`config.mk`:
```
export PLATFORM = sky130hd
export DESIGN_NAME = poly_stream_reader
export DESIGN_NICKNAME = d
export VERILOG_FILES = /design/src/rtl/poly_stream_reader.sv
export SDC_FILE = /design/constraint.sdc
export NUM_CORES = 1
export LEC_CHECK = 0
export CORE_ASPECT_RATIO = 1.25
export CORE_MARGIN = 1.5
export CORE_UTILIZATION = 51
export DETAILED_ROUTE_END_ITERATION = 16
export GPL_ROUTABILITY_DRIVEN = 0
export PLACE_DENSITY = 0.85
export REMOVE_ABC_BUFFERS = 1
export SYNTH_ARGS = -nofsm -noshare
export SYNTH_HDL_FRONTEND = slang
export SYNTH_SLANG_ARGS = --single-unit
export TNS_END_PERCENT = 100
```
`constraint.sdc`:
```
create_clock -name clk -period 5.38 [get_ports clk]
set_input_delay 0.538 -clock clk [delete_from_list [all_inputs] [get_ports clk]]
set_output_delay 0.538 -clock clk [all_outputs]
set_load 0.01 [all_outputs]
```
`src/rtl/poly_stream_reader.sv`:
```
// Read-side sequencer for a coefficient RAM: sweeps an address window and streams the
// words out as a registered valid/ready stream, optionally lifted to centered signed form.
module poly_stream_reader #(
   parameter int RAM_WIDTH     = 13,
   parameter int RAM_ADDR_BITS = 11,
   parameter int Q             = 4591
) (
   input  logic                     clk,
   input  logic                     reset,
   input  logic                     start,
   input  logic                     abort,
   input  logic                     center,
   input  logic [RAM_ADDR_BITS-1:0] base_address,
   input  logic [RAM_ADDR_BITS-1:0] length,
   output logic [RAM_ADDR_BITS-1:0] read_address,
   input  logic [RAM_WIDTH-1:0]     mem_data,
   output logic [RAM_WIDTH-1:0]     out_data,
   output logic                     out_valid,
   input  logic                     out_ready,
   output logic                     out_last,
   output logic                     busy,
   output logic                     done,
   output logic                     range_error
);

   // Stream handshake: a beat transfers on a rising edge where out_valid and out_ready are
   // both high; out_data/out_last hold steady while out_valid is high and out_ready is low.

   typedef enum logic [0:0] {
      IDLE   = 1'b0,
      STREAM = 1'b1
   } state_t;

   localparam logic [RAM_WIDTH-1:0]     Q_W  = RAM_WIDTH'(Q);
   localparam logic [RAM_WIDTH-1:0]     HALF = RAM_WIDTH'((Q - 1) / 2);
   localparam logic [RAM_ADDR_BITS-1:0] ONE  = RAM_ADDR_BITS'(1);

   state_t                   state;
   state_t                   state_next;
   logic [RAM_ADDR_BITS-1:0] remaining;
   logic                     center_mode;

   logic                     start_accept;
   logic                     load;
   logic                     handshake;
   logic                     last_handshake;
   logic                     over_range;
   logic [RAM_WIDTH-1:0]     f_value;

   always_ff @(posedge clk) begin
      if (reset) begin
         state <= IDLE;
      end else begin
         state <= state_next;
      end
   end

   always_comb begin
      state_next     = state;
      start_accept   = 1'b0;
      load           = 1'b0;
      handshake      = out_valid && out_ready;
      last_handshake = 1'b0;
      if (abort) begin
         state_next = IDLE;
      end else begin
         case (state)
            IDLE: begin
               if (start) begin
                  start_accept = 1'b1;
                  if (length != '0) begin
                     state_next = STREAM;
                  end
               end
            end
            STREAM: begin
               load           = (!out_valid || out_ready) && (remaining != '0);
               last_handshake = handshake && out_last;
               if (last_handshake) begin
                  state_next = IDLE;
               end
            end
            default: state_next = IDLE;
         endcase
      end
   end

   // Out-of-range words are flagged and emitted as read, without centering.
   always_comb begin
      over_range = (mem_data >= Q_W);
      f_value    = mem_data;
      if (center_mode && !over_range && (mem_data > HALF)) begin
         f_value = mem_data - Q_W;
      end
   end

   always_ff @(posedge clk) begin
      if (reset) begin
         read_address <= '0;
         remaining    <= '0;
         center_mode  <= 1'b0;
         out_data     <= '0;
         out_valid    <= 1'b0;
         out_last     <= 1'b0;
         done         <= 1'b0;
         range_error  <= 1'b0;
      end else begin
         done <= 1'b0;
         if (abort) begin
            out_valid <= 1'b0;
            out_last  <= 1'b0;
         end else if (start_accept) begin
            read_address <= base_address;
            remaining    <= length;
            center_mode  <= center;
            range_error  <= 1'b0;
            if (length == '0) begin
               done <= 1'b1;
            end
         end else if (load) begin
            out_data     <= f_value;
            out_valid    <= 1'b1;
            out_last     <= (remaining == ONE);
            read_address <= read_address + ONE;
            remaining    <= remaining - ONE;
            if (over_range) begin
               range_error <= 1'b1;
            end
         end else if (state == STREAM && handshake) begin
            out_valid <= 1'b0;
            if (last_handshake) begin
               out_last <= 1'b0;
               done     <= 1'b1;
            end
         end
      end
   end

   assign busy = (state == STREAM);

endmodule

```
Word-level counts from Yosys, hierarchy flattened
Index checks and enable logic that the tools add are counted.
Storage, ports and cells
  logic and storage cells: 70
  output and inout port bits: 29
  register bits after elaboration: 41
  bits of input ports: 41
Operators by class
  bitwise logic cells: 3
  reduce and logical (&&, ||, !) cells: 23
  multiplexer cells: 29
  $add $sub $neg: 3
  $lt $le $gt $ge: 2
  equality and inequality tests: 1
Operators by type and width (number)
  11-bit 2-to-1 mux: 4
  1-bit 2-to-1 mux: 23
  11-bit nonzero test: 2
  13-bit greater-or-equal comparator (second input constant): 1
  13-bit by 12-bit > comparator with 1-bit output (second input constant): 1
  13-bit 2-to-1 mux: 1
  13-bit subtractor (second input constant): 1
  11-bit by 1-bit adder with 11-bit output (second input constant): 1
  11-bit by 1-bit equality test with 1-bit output (second input constant): 1
  11-bit zero test: 1
  11-bit by 1-bit subtractor with 11-bit output (second input constant): 1
  3-bit AND reduction: 3
  2-bit nonzero test: 4
  1-bit logical AND: 6
  2-bit AND reduction: 3
  1-bit NOT: 3
  1-bit zero test: 2
  1-bit case mux with 2 select lines: 1
  2-bit OR reduction: 1
  1-bit logical OR: 1

Depth between registers and ports, before layout
Gate-level depths: netlist of run 1.
  depth in word-level cells: 8
  mapped depth: 8

Least setup slack after synthesis of run 1
Ideal clock, no wire load.
  kind: input -> register
  start: input mem_data[10]
  end: register out_data[5]
  required time: 5260 ps
  arrival time: 1932 ps
  setup time: 120 ps
  stages on the path: 7
  slack: 3328 ps
  path through: or3_1 -> o41a_1 -> o211ai_2 -> buf_6 -> buf_12 -> nor3_1 -> o31a_1
Between the ends
  longest elaborated chain between the ends: 5
Ends and longest elaborated chain
  start, declared: line 16  | input logic [RAM_WIDTH-1:0] mem_data,
  13-bit greater-or-equal comparator: line 90  | over_range = (mem_data >= Q_W);
  1-bit zero test: line 92  | if (center_mode && !over_range && (mem_data > HALF)) begin
  1-bit logical AND: line 92
  1-bit logical AND *: line 92
  13-bit 2-to-1 mux *: line 92
  end signal, assigned: line 121  | out_data <= f_value;
  end, declared: line 17  | output logic [RAM_WIDTH-1:0] out_data,
Every way passes the cells marked *; elsewhere a longest branch is shown, timed or not.
A chain may end at the register's enable or synchronous reset.

Worst setup path in the final report of run 1
  start: input abort
  end: register read_address[9]
Between the ends
  longest elaborated chain between the ends: 3
Ends and longest elaborated chain
  start, declared: line 11  | input logic abort,
  1-bit 2-to-1 mux: line 64  | if (abort) begin
  2-bit nonzero test (no source line)
  2-bit AND reduction (no source line)
  end signal, assigned: line 113  | read_address <= base_address;
  end signal, assigned: line 124  | read_address <= read_address + ONE;
  end, declared: line 15  | output logic [RAM_ADDR_BITS-1:0] read_address,
Several ways; a longest one is shown, not always the timed one.

==> results of run 1 <==
-- report_power, final --
group          leakage (uW)  internal, uW  total (uW)  switching, uW
clock network     0.0000540           135         241            107
registers          0.000335           320         337           17.2
logic              0.000672          83.7         166           82.2
-- metal layers --
| layer | global-route usage [%] | wire, um |
|---|---|---|
| met4 | 8.94 | 83 |
| met2 | 45.0 | 3160 |
| met1 | 27.5 | 2530 |
| met3 | 5.22 | 394 |
| met5 | 0 | 0 |
-- layout by cell type, fill, tap and decap left out, types with 2 or more instances in the layout --
cell / Yosys / layout
a21o_1: 2 / 2
nor4_1: 3 / 3
nand4_1: 6 / 6
a311oi_1: 11 / 11
o31a_1: 2 / 2
nand2b_1: 5 / 5
buf_4: 1 / 3
o31ai_1: 7 / 7
o21bai_1: 3 / 3
or4_1: 7 / 7
a21oi_1: 16 / 16
or3_1: 9 / 9
inv_1: 10 / 10
clkdlybuf4s50_1: 0 / 69
a31oi_1: 6 / 6
nor2b_1: 2 / 2
dfxtp_1: 41 / 41
nor3b_1: 2 / 2
a21oi_2: 3 / 3
nand3_1: 11 / 11
nand2_1: 15 / 15
xnor2_1: 5 / 5
o211ai_1: 4 / 4
o21ai_1: 7 / 7
and3_1: 6 / 6
clkbuf_8: 0 / 5
nor3_1: 8 / 8
nor2_1: 29 / 29
o21a_1: 4 / 4
a211oi_1: 10 / 10
ha_1: 5 / 5
a22oi_1: 5 / 5
-- state kept, by name, summed over array words and instances, names as in the netlist --
register and count:
center_mode 1, out_data 13, busy 1, out_valid 1
range_error 1, read_address 11, out_last 1, done 1
remaining 11
-- layout make-up --
type	count	area, um^2
Clock inverter	2	35.0
Inverter	11	41.3
Clock buffer	5	68.8
Fill cell	372	1270
Tap cell	58	72.6
Timing Repair Buffer	72	713
Sequential cell	41	821
Multi-Input combinational cell	219	1470
-- worst max-delay path, stage by stage --
cell             delay, ps
clkdlybuf4s50_1        510
nand2b_1               260
a21oi_2                300
nand2_1                410
or4_1                  620
a311oi_1               270
-- logic make-up after synthesis --
| kind of cell | Yosys count |
|---|---|
| buffers and inverters | 26 |
| flip-flops | 41 |
| AO/OA/AOI/OAI | 96 |
| adder cells (fa/ha/maj) | 5 |
| multiplexers | 1 |
| AND/OR/NAND/NOR | 111 |
| XOR/XNOR | 6 |
-- per-stage QoR --
| stage | setup WS [ps] | instances | util [%] | total power, uW | hold slack, ps |
|---|---|---|---|---|---|
| 2_1_floorplan | 3220 | 271 | - | 425 | 431 |
| 3_3_place_gp | 2470 | 401 | 69.4 | 505 | 476 |
| 3_5_place_dp | 2410 | 401 | 69.4 | 508 | 468 |
| 4_1_cts | 2670 | 408 | 71.7 | 745 | 488 |
| 5_1_grt | 2480 | 408 | 71.7 | 778 | 520 |
| 6_report | 2670 | 408 | 71.7 | 744 | 484 |
-- worst max-delay path by stage --
stage                     slack [ps]  cells after the start   from               end
after floorplan                 3220                      5  abort   read_address[5]
after global placement          2470                      6  abort  read_address[10]
after detailed placement        2410                      6  abort  read_address[10]
after CTS                       2670                      6  abort  read_address[10]
after global routing            2480                      6  abort  read_address[10]
final                           2670                      6  abort   read_address[9]
==> impl_metrics.toml, run 1 <==
[setup_path]
r2r_start = "remaining[0]"
crit_required_ps = 5580
critPathLaunchType = "input pin"
r2r_end = "read_address[9]"
end_kind = "flip-flop"
critPathArrivalTime_ps = 2910
path_max_fanout = 14
worstRegToRegCells = 7
crit_type = "input pin to flip-flop"
reg2reg_slack_ps = 2860

[clock_network]
htreeDepth = 2
clock_sinks = 41
cts_made_buffers = 5
cts_setup_buffers = 0
cts_hold_buffers = 0
clk_pin_slew_ps = 80
cts_resized = 0
clock_latency_ps = 290
clk_path_buf_depth = 2
cts_tree = "built"
cts_root_buffer = "clkbuf_8"

[finish]
final_area_um2 = 3220
syn_to_final_growth_pct = 33.3
nNetsFinal = 396
n_antenna_cell = 0
drive_above_1_share_pct = 6.86

[synthesis]
synthTopCellsByCount = "dfxtp_1, nor2_1, a21oi_1"
synth.top_cell.area_share_pct = 34.0
synth.area.top_cells = "dfxtp_1, nor2_1, a311oi_1"
syn_avg_cell_area_um2 = 8.45
synth_xor_area_share_pct = 2.18
syn_area_um2 = 2420
ys_warn_count = 0
syn_inst = 286
synthMostInstantiatedCell = "dfxtp_1"
synth_simple_gate_area_share_pct = 25.1
synth_seq_cells = 41
synth_edf_count = 0
synth-adder-area-share_pct = 2.59
synthMuxAreaShare_pct = 0.414
synth_compound_area_share_pct = 30.5
ys.flop_type = "dfxtp_1"
synth_top_family_by_area = "compound AO/OA/AOI/OAI gates"
seq_area_frac_synth_pct = 34.0
async_flop_share_pct = 0
synth_cell_type_count = 62
synth.largest_area_cell = "dfxtp_1"

[power]
cellLeakagePower_uw = 0.00106
peakVddDrop_mv = 0.121
power_density_nw_per_um2 = 231

[routing]
drt_iter0_drc = 214
detail-route-antenna-nets = 0
drcViolationCount = 0
wire_per_inst_um = 15.1
via_per_inst = 6.21
routed_wl_um = 6170
dr.pass1.iters = 4
vias = 2533

[die]
initial_core_util_pct = 53.8
num_rows = 27
core_um2 = 4490
die_w_um = 64.6
die-area_um2 = 5160
io_pins = 70
die_h_um = 80.0

[worst_hold_path]
holdPathStages = 2
hold_path_end = "center_mode"
min_from = "center_mode"
hold_path_class = "flip-flop to flip-flop"

[timing]
period_share_pct = 50.3
setup_tns_ps = 0
fin_crit_ps = 2710
slew_viol_final = 0
final-hold-violation-count = 0
rsz0062_at_grt = "false"
fin_worst_skew_ps = 4.29
setup_viol = 0
max_slew_margin_pct = 39.7
fmax_mhz = 370
worstMarginPinSlew_ps = 904

[global_routing]
first_global_vias = 2301
grt_pass1_wl_um = 10100
grt_max_degree = 42
grtUsageTotal_pct = 24.5
grt_overflow = 0
antenna_found_initial = 0

[placement]
numPortBuffers = 69
dpl.hpwl_um = 4450
postPlaceCellArea_um2 = 3120

[run]
max-cap-violations = 0

[outcome]
outcome = "finished clean"
No activity file was read; power rests on OpenSTA's default activity.
==> inputs of run 2 (changes only) <==
--- a/config.mk
+++ b/config.mk
@@ -7,10 +7,10 @@
 export LEC_CHECK = 0
 export CORE_ASPECT_RATIO = 1.25
 export CORE_MARGIN = 1.5
-export CORE_UTILIZATION = 51
+export CORE_UTILIZATION = 48
 export DETAILED_ROUTE_END_ITERATION = 16
 export GPL_ROUTABILITY_DRIVEN = 0
-export PLACE_DENSITY = 0.85
+export PLACE_DENSITY = 0.81
 export REMOVE_ABC_BUFFERS = 1
 export SYNTH_ARGS = -nofsm -noshare
 export SYNTH_HDL_FRONTEND = slang
==> constraint.sdc (replaced) <==
create_clock -name clk -period 2.7 [get_ports clk]
set_input_delay 0.27 -clock clk [delete_from_list [all_inputs] [get_ports clk]]
set_output_delay 0.27 -clock clk [all_outputs]
set_load 0.01 [all_outputs]
==> impl_metrics.toml, run 2 (synthesized netlist as in run 1, its figures left out) <==
[outcome]
outcome = "finished clean"

[power]
power_density_nw_per_um2 = 433
cellLeakagePower_uw = 0.00110
peakVddDrop_mv = 0.257

[die]
io_pins = 70
initial_core_util_pct = 50.3
core_um2 = 4800
die_w_um = 66.5
num_rows = 28
die-area_um2 = 5470
die_h_um = 82.3

[timing]
period_share_pct = 84.1
worstMarginPinSlew_ps = 437
final-hold-violation-count = 0
fin_crit_ps = 2270
max_slew_margin_pct = 70.9
timing.hold.ws_ps = 495
fmax_mhz = 441
slew_viol_final = 0
fin_worst_skew_ps = 5.15
setup_viol = 0
rsz0062_at_grt = "false"
setup_tns_ps = 0

[placement]
postPlaceCellArea_um2 = 3190
numPortBuffers = 69
dpl.hpwl_um = 4720

[routing]
dr.pass1.iters = 4
wire_per_inst_um = 15.4
drcViolationCount = 0
drt_iter0_drc = 158
vias = 2555
routed_wl_um = 6420
via_per_inst = 6.11
detail-route-antenna-nets = 0

[worst_hold_path]
holdPathStages = 2
hold_path_class = "flip-flop to flip-flop"

[clock_network]
clk_path_buf_depth = 2
cts_made_buffers = 5
htreeDepth = 2
cts_tree = "built"
cts_setup_buffers = 0
clk_pin_slew_ps = 70
cts_root_buffer = "clkbuf_8"
clock_sinks = 41
cts_hold_buffers = 0
cts_resized = 0
clock_latency_ps = 290

[finish]
reg_top3 = "out_data: 13 flops, read_address: 11 flops, remaining: 11 flops"
nNetsFinal = 404
syn_to_final_growth_pct = 35.7
final_area_um2 = 3280
drive_above_1_share_pct = 8.66
largest_register_ffs = 13
final_cell_mix = "clkdlybuf4s50_1, dfxtp_1, nor2_1"
n_antenna_cell = 0
final_common_cell = "clkdlybuf4s50_1"
regMostFlops = "out_data"
final_util_pct = 68.3

[setup_path]
crit_required_ps = 2890
worstRegToRegCells = 7
slowest_delay_ps = 520
worstPathCellList = "inv_1 > ha_1 > nor3b_1 > nand4_1 > nand2_1 > or4_1 > a311oi_1"
crit_path_top_delay_cell = "or4_1"
crit_type = "flip-flop to flip-flop"
path_max_fanout = 6
critPathLaunchType = "flip-flop"
end_kind = "flip-flop"
critPathArrivalTime_ps = 2460

[global_routing]
grt_max_degree = 42
grtUsageTotal_pct = 24.9
first_global_vias = 2381
antenna_found_initial = 0
grt_pass1_wl_um = 10800
grt_overflow = 0

[run]
max-cap-violations = 0
==> run 2: report_power, final <==
part / switching, uW / total [uW] / internal, uW
clock: 201 / 404 / 203
sequential: 34.6 / 672 / 637
combinational: 169 / 343 / 174
total: 405 / 1420 / 1010
==> run 2: per-layer routing <==
layer | wire (um) | track usage (%)
met3 | 452 | 4.07
met2 | 3250 | 43.5
met4 | 114 | 8.16
met5 | 0 | 0
met1 | 2610 | 31.0
==> run 2: worst paths after layout <==
| path | start | to | slack (ps) |
|---|---|---|---|
| max reg2reg | remaining[0] | read_address[10] | 430 |
| min reg2reg | center_mode | center_mode | 490 |
| max | remaining[0] | read_address[10] | 430 |
| min | center_mode | center_mode | 490 |
==> run 2: worst max-delay path: cells and delay by family (launching register included) <==
family | cells | cell delay, ps
AND/OR/NAND/NOR | 4 | 1080
flip-flops | 1 | 400
adder cells (fa/ha/maj) | 1 | 310
AO/OA/AOI/OAI | 1 | 280
buffers and inverters | 1 | 100
==> run 2: layout make-up <==
class | count | area, um^2
inverter | 11 | 41.3
clock buffer | 7 | 86.3
timing repair buffer | 80 | 786
fill | 405 | 1520
sequential | 41 | 821
tap | 60 | 75.1
multi-input combinational | 219 | 1470
==> run 2: per-stage QoR <==
step | power, uW | instances | worst slack, ps
after floorplan | 847 | 271 | 601
after global placement | 1020 | 411 | 354
after detailed placement | 1020 | 411 | 288
after CTS | 1430 | 418 | 450
after global routing | 1500 | 418 | 257
final | 1420 | 418 | 430
==> inputs of run 3 (changes only) <==
--- a/config.mk
+++ b/config.mk
@@ -7,10 +7,10 @@
 export LEC_CHECK = 0
 export CORE_ASPECT_RATIO = 1.25
 export CORE_MARGIN = 1.5
-export CORE_UTILIZATION = 48
+export CORE_UTILIZATION = 43
 export DETAILED_ROUTE_END_ITERATION = 16
 export GPL_ROUTABILITY_DRIVEN = 0
-export PLACE_DENSITY = 0.81
+export PLACE_DENSITY = 0.76
 export REMOVE_ABC_BUFFERS = 1
 export SYNTH_ARGS = -nofsm -noshare
 export SYNTH_HDL_FRONTEND = slang
==> constraint.sdc (replaced) <==
create_clock -name clk -period 1.96 [get_ports clk]
set_input_delay 0.196 -clock clk [delete_from_list [all_inputs] [get_ports clk]]
set_output_delay 0.196 -clock clk [all_outputs]
set_load 0.01 [all_outputs]
==> impl_metrics.toml, run 3 (synthesized netlist as in run 1, its figures left out) <==
[routing]
detail-route-antenna-nets = 0
drcViolationCount = 0
via_per_inst = 5.68
routed_wl_um = 6560
drt_iter0_drc = 268
wire_per_inst_um = 14.4
dr.pass1.iters = 5
vias = 2598

[power]
cellLeakagePower_uw = 0.00131
power_density_nw_per_um2 = 563
peakVddDrop_mv = 0.261
total_power_uw = 2020

[die]
core_um2 = 5440
initial_core_util_pct = 44.4
die-area_um2 = 6080
io_pins = 70
die_w_um = 70.0
die_h_um = 86.8
num_rows = 30

[timing]
worstMarginPinSlew_ps = 366
slew_viol_final = 0
timing.hold.ws_ps = 384
final-hold-violation-count = 0
period_share_pct = 99.6
fmax_mhz = 512
fin_crit_ps = 1950
fin_worst_skew_ps = 6.04
setup_viol = 0
fin_ws_ps = 8.02
max_slew_margin_pct = 75.3

[clock_network]
clk_pin_slew_ps = 70
clock_sinks = 41
cts_made_buffers = 5
clock_latency_ps = 300
cts_root_buffer = "clkbuf_8"
clk_path_buf_depth = 2
cts_tree = "built"
cts_hold_buffers = 0
htreeDepth = 2

[finish]
final_common_cell = "clkdlybuf4s50_1"
final_cell_count_no_fill = 457
syn_to_final_growth_pct = 48.8
n_antenna_cell = 0
regMostFlops = "out_data"
drive_above_1_share_pct = 18.3
final_util_pct = 66.0
reg_top3 = "out_data: 13 flops, read_address: 11 flops, remaining: 11 flops"
final_cell_mix = "clkdlybuf4s50_1, buf_4, dfxtp_1"
largest_register_ffs = 13
nNetsFinal = 438

[placement]
dpl.hpwl_um = 4860
dp_slack_ps = -336
place_inst = 448
numPortBuffers = 69

[global_routing]
grtUsageTotal_pct = 21.1
grt_max_degree = 42
antenna_found_initial = 0
grt_pass1_wl_um = 10300
grt_overflow = 0
first_global_vias = 2307

[setup_path]
crit_type = "input pin to flip-flop"
crit_path_top_delay_cell = "clkdlybuf4s50_1"
end_kind = "flip-flop"
worstPathCellList = "clkdlybuf4s50_1 > a31oi_1 > o311ai_2 > o211ai_2 > buf_12 > or4_1 > a311oi_1"
slowest_delay_ps = 550
path_max_fanout = 23
reg2reg_slack_ps = 80
critPathArrivalTime_ps = 2160
critPathLaunchType = "input pin"
crit_required_ps = 2170

[run]
max-cap-violations = 0

[worst_hold_path]
hold_path_class = "input pin to flip-flop"

[outcome]
outcome = "finished clean"
## run 3: final timing paths
check,startpoint,end,cells after the start
setup / recovery,mem_data[2],out_data[7],7
hold reg to reg,center_mode,center_mode,2
setup reg to reg,remaining[7],remaining[10],6
hold / removal,mem_data[11],out_data[11],4
## run 3: where the power goes
group / internal (uW) / switching, uW
clock: 247 / 303
sequential: 878 / 41.7
combinational: 302 / 251
## run 3: timing repair
item                       4_1_cts  5_1_grt
pin swaps                        0        1
gates resized for setup          2       10
setup buffers                    0        1
setup endpoints to repair        3        8
## run 3: stage by stage
step	TNS, ps	instance area, um^2
floorplan	-348	2330
global placement	-2600	3470
detailed placement	-3370	3470
CTS	0	3550
global route	-87.1	3590
finish	0	3590
## run 3: critical path, delay by kind of cell
| kind | cells | cell delay [ps] |
|---|---|---|
| simple gates | 1 | 410 |
| compound gates | 4 | 810 |
| buf+inv | 2 | 730 |
## run 3: metal layers
metal	wire, um	vias to the layer above	track usage, %
li1	-	1322	-
met1	2810	1185	24.4
met2	3220	79	37.6
met3	403	12	5.12
met4	133	0	7.87
met5	0	-	0
## run 3: layout make-up
| cell class | count | area, um^2 |
|---|---|---|
| fillers | 484 | 1850 |
| repair buffers | 114 | 1070 |
| flip-flops and latches | 41 | 822 |
| clock buffers | 6 | 72.6 |
| inverters | 11 | 41.3 |
| well taps | 64 | 80.1 |
| multi-input cells | 219 | 1490 |
| clock inverters | 2 | 10.0 |
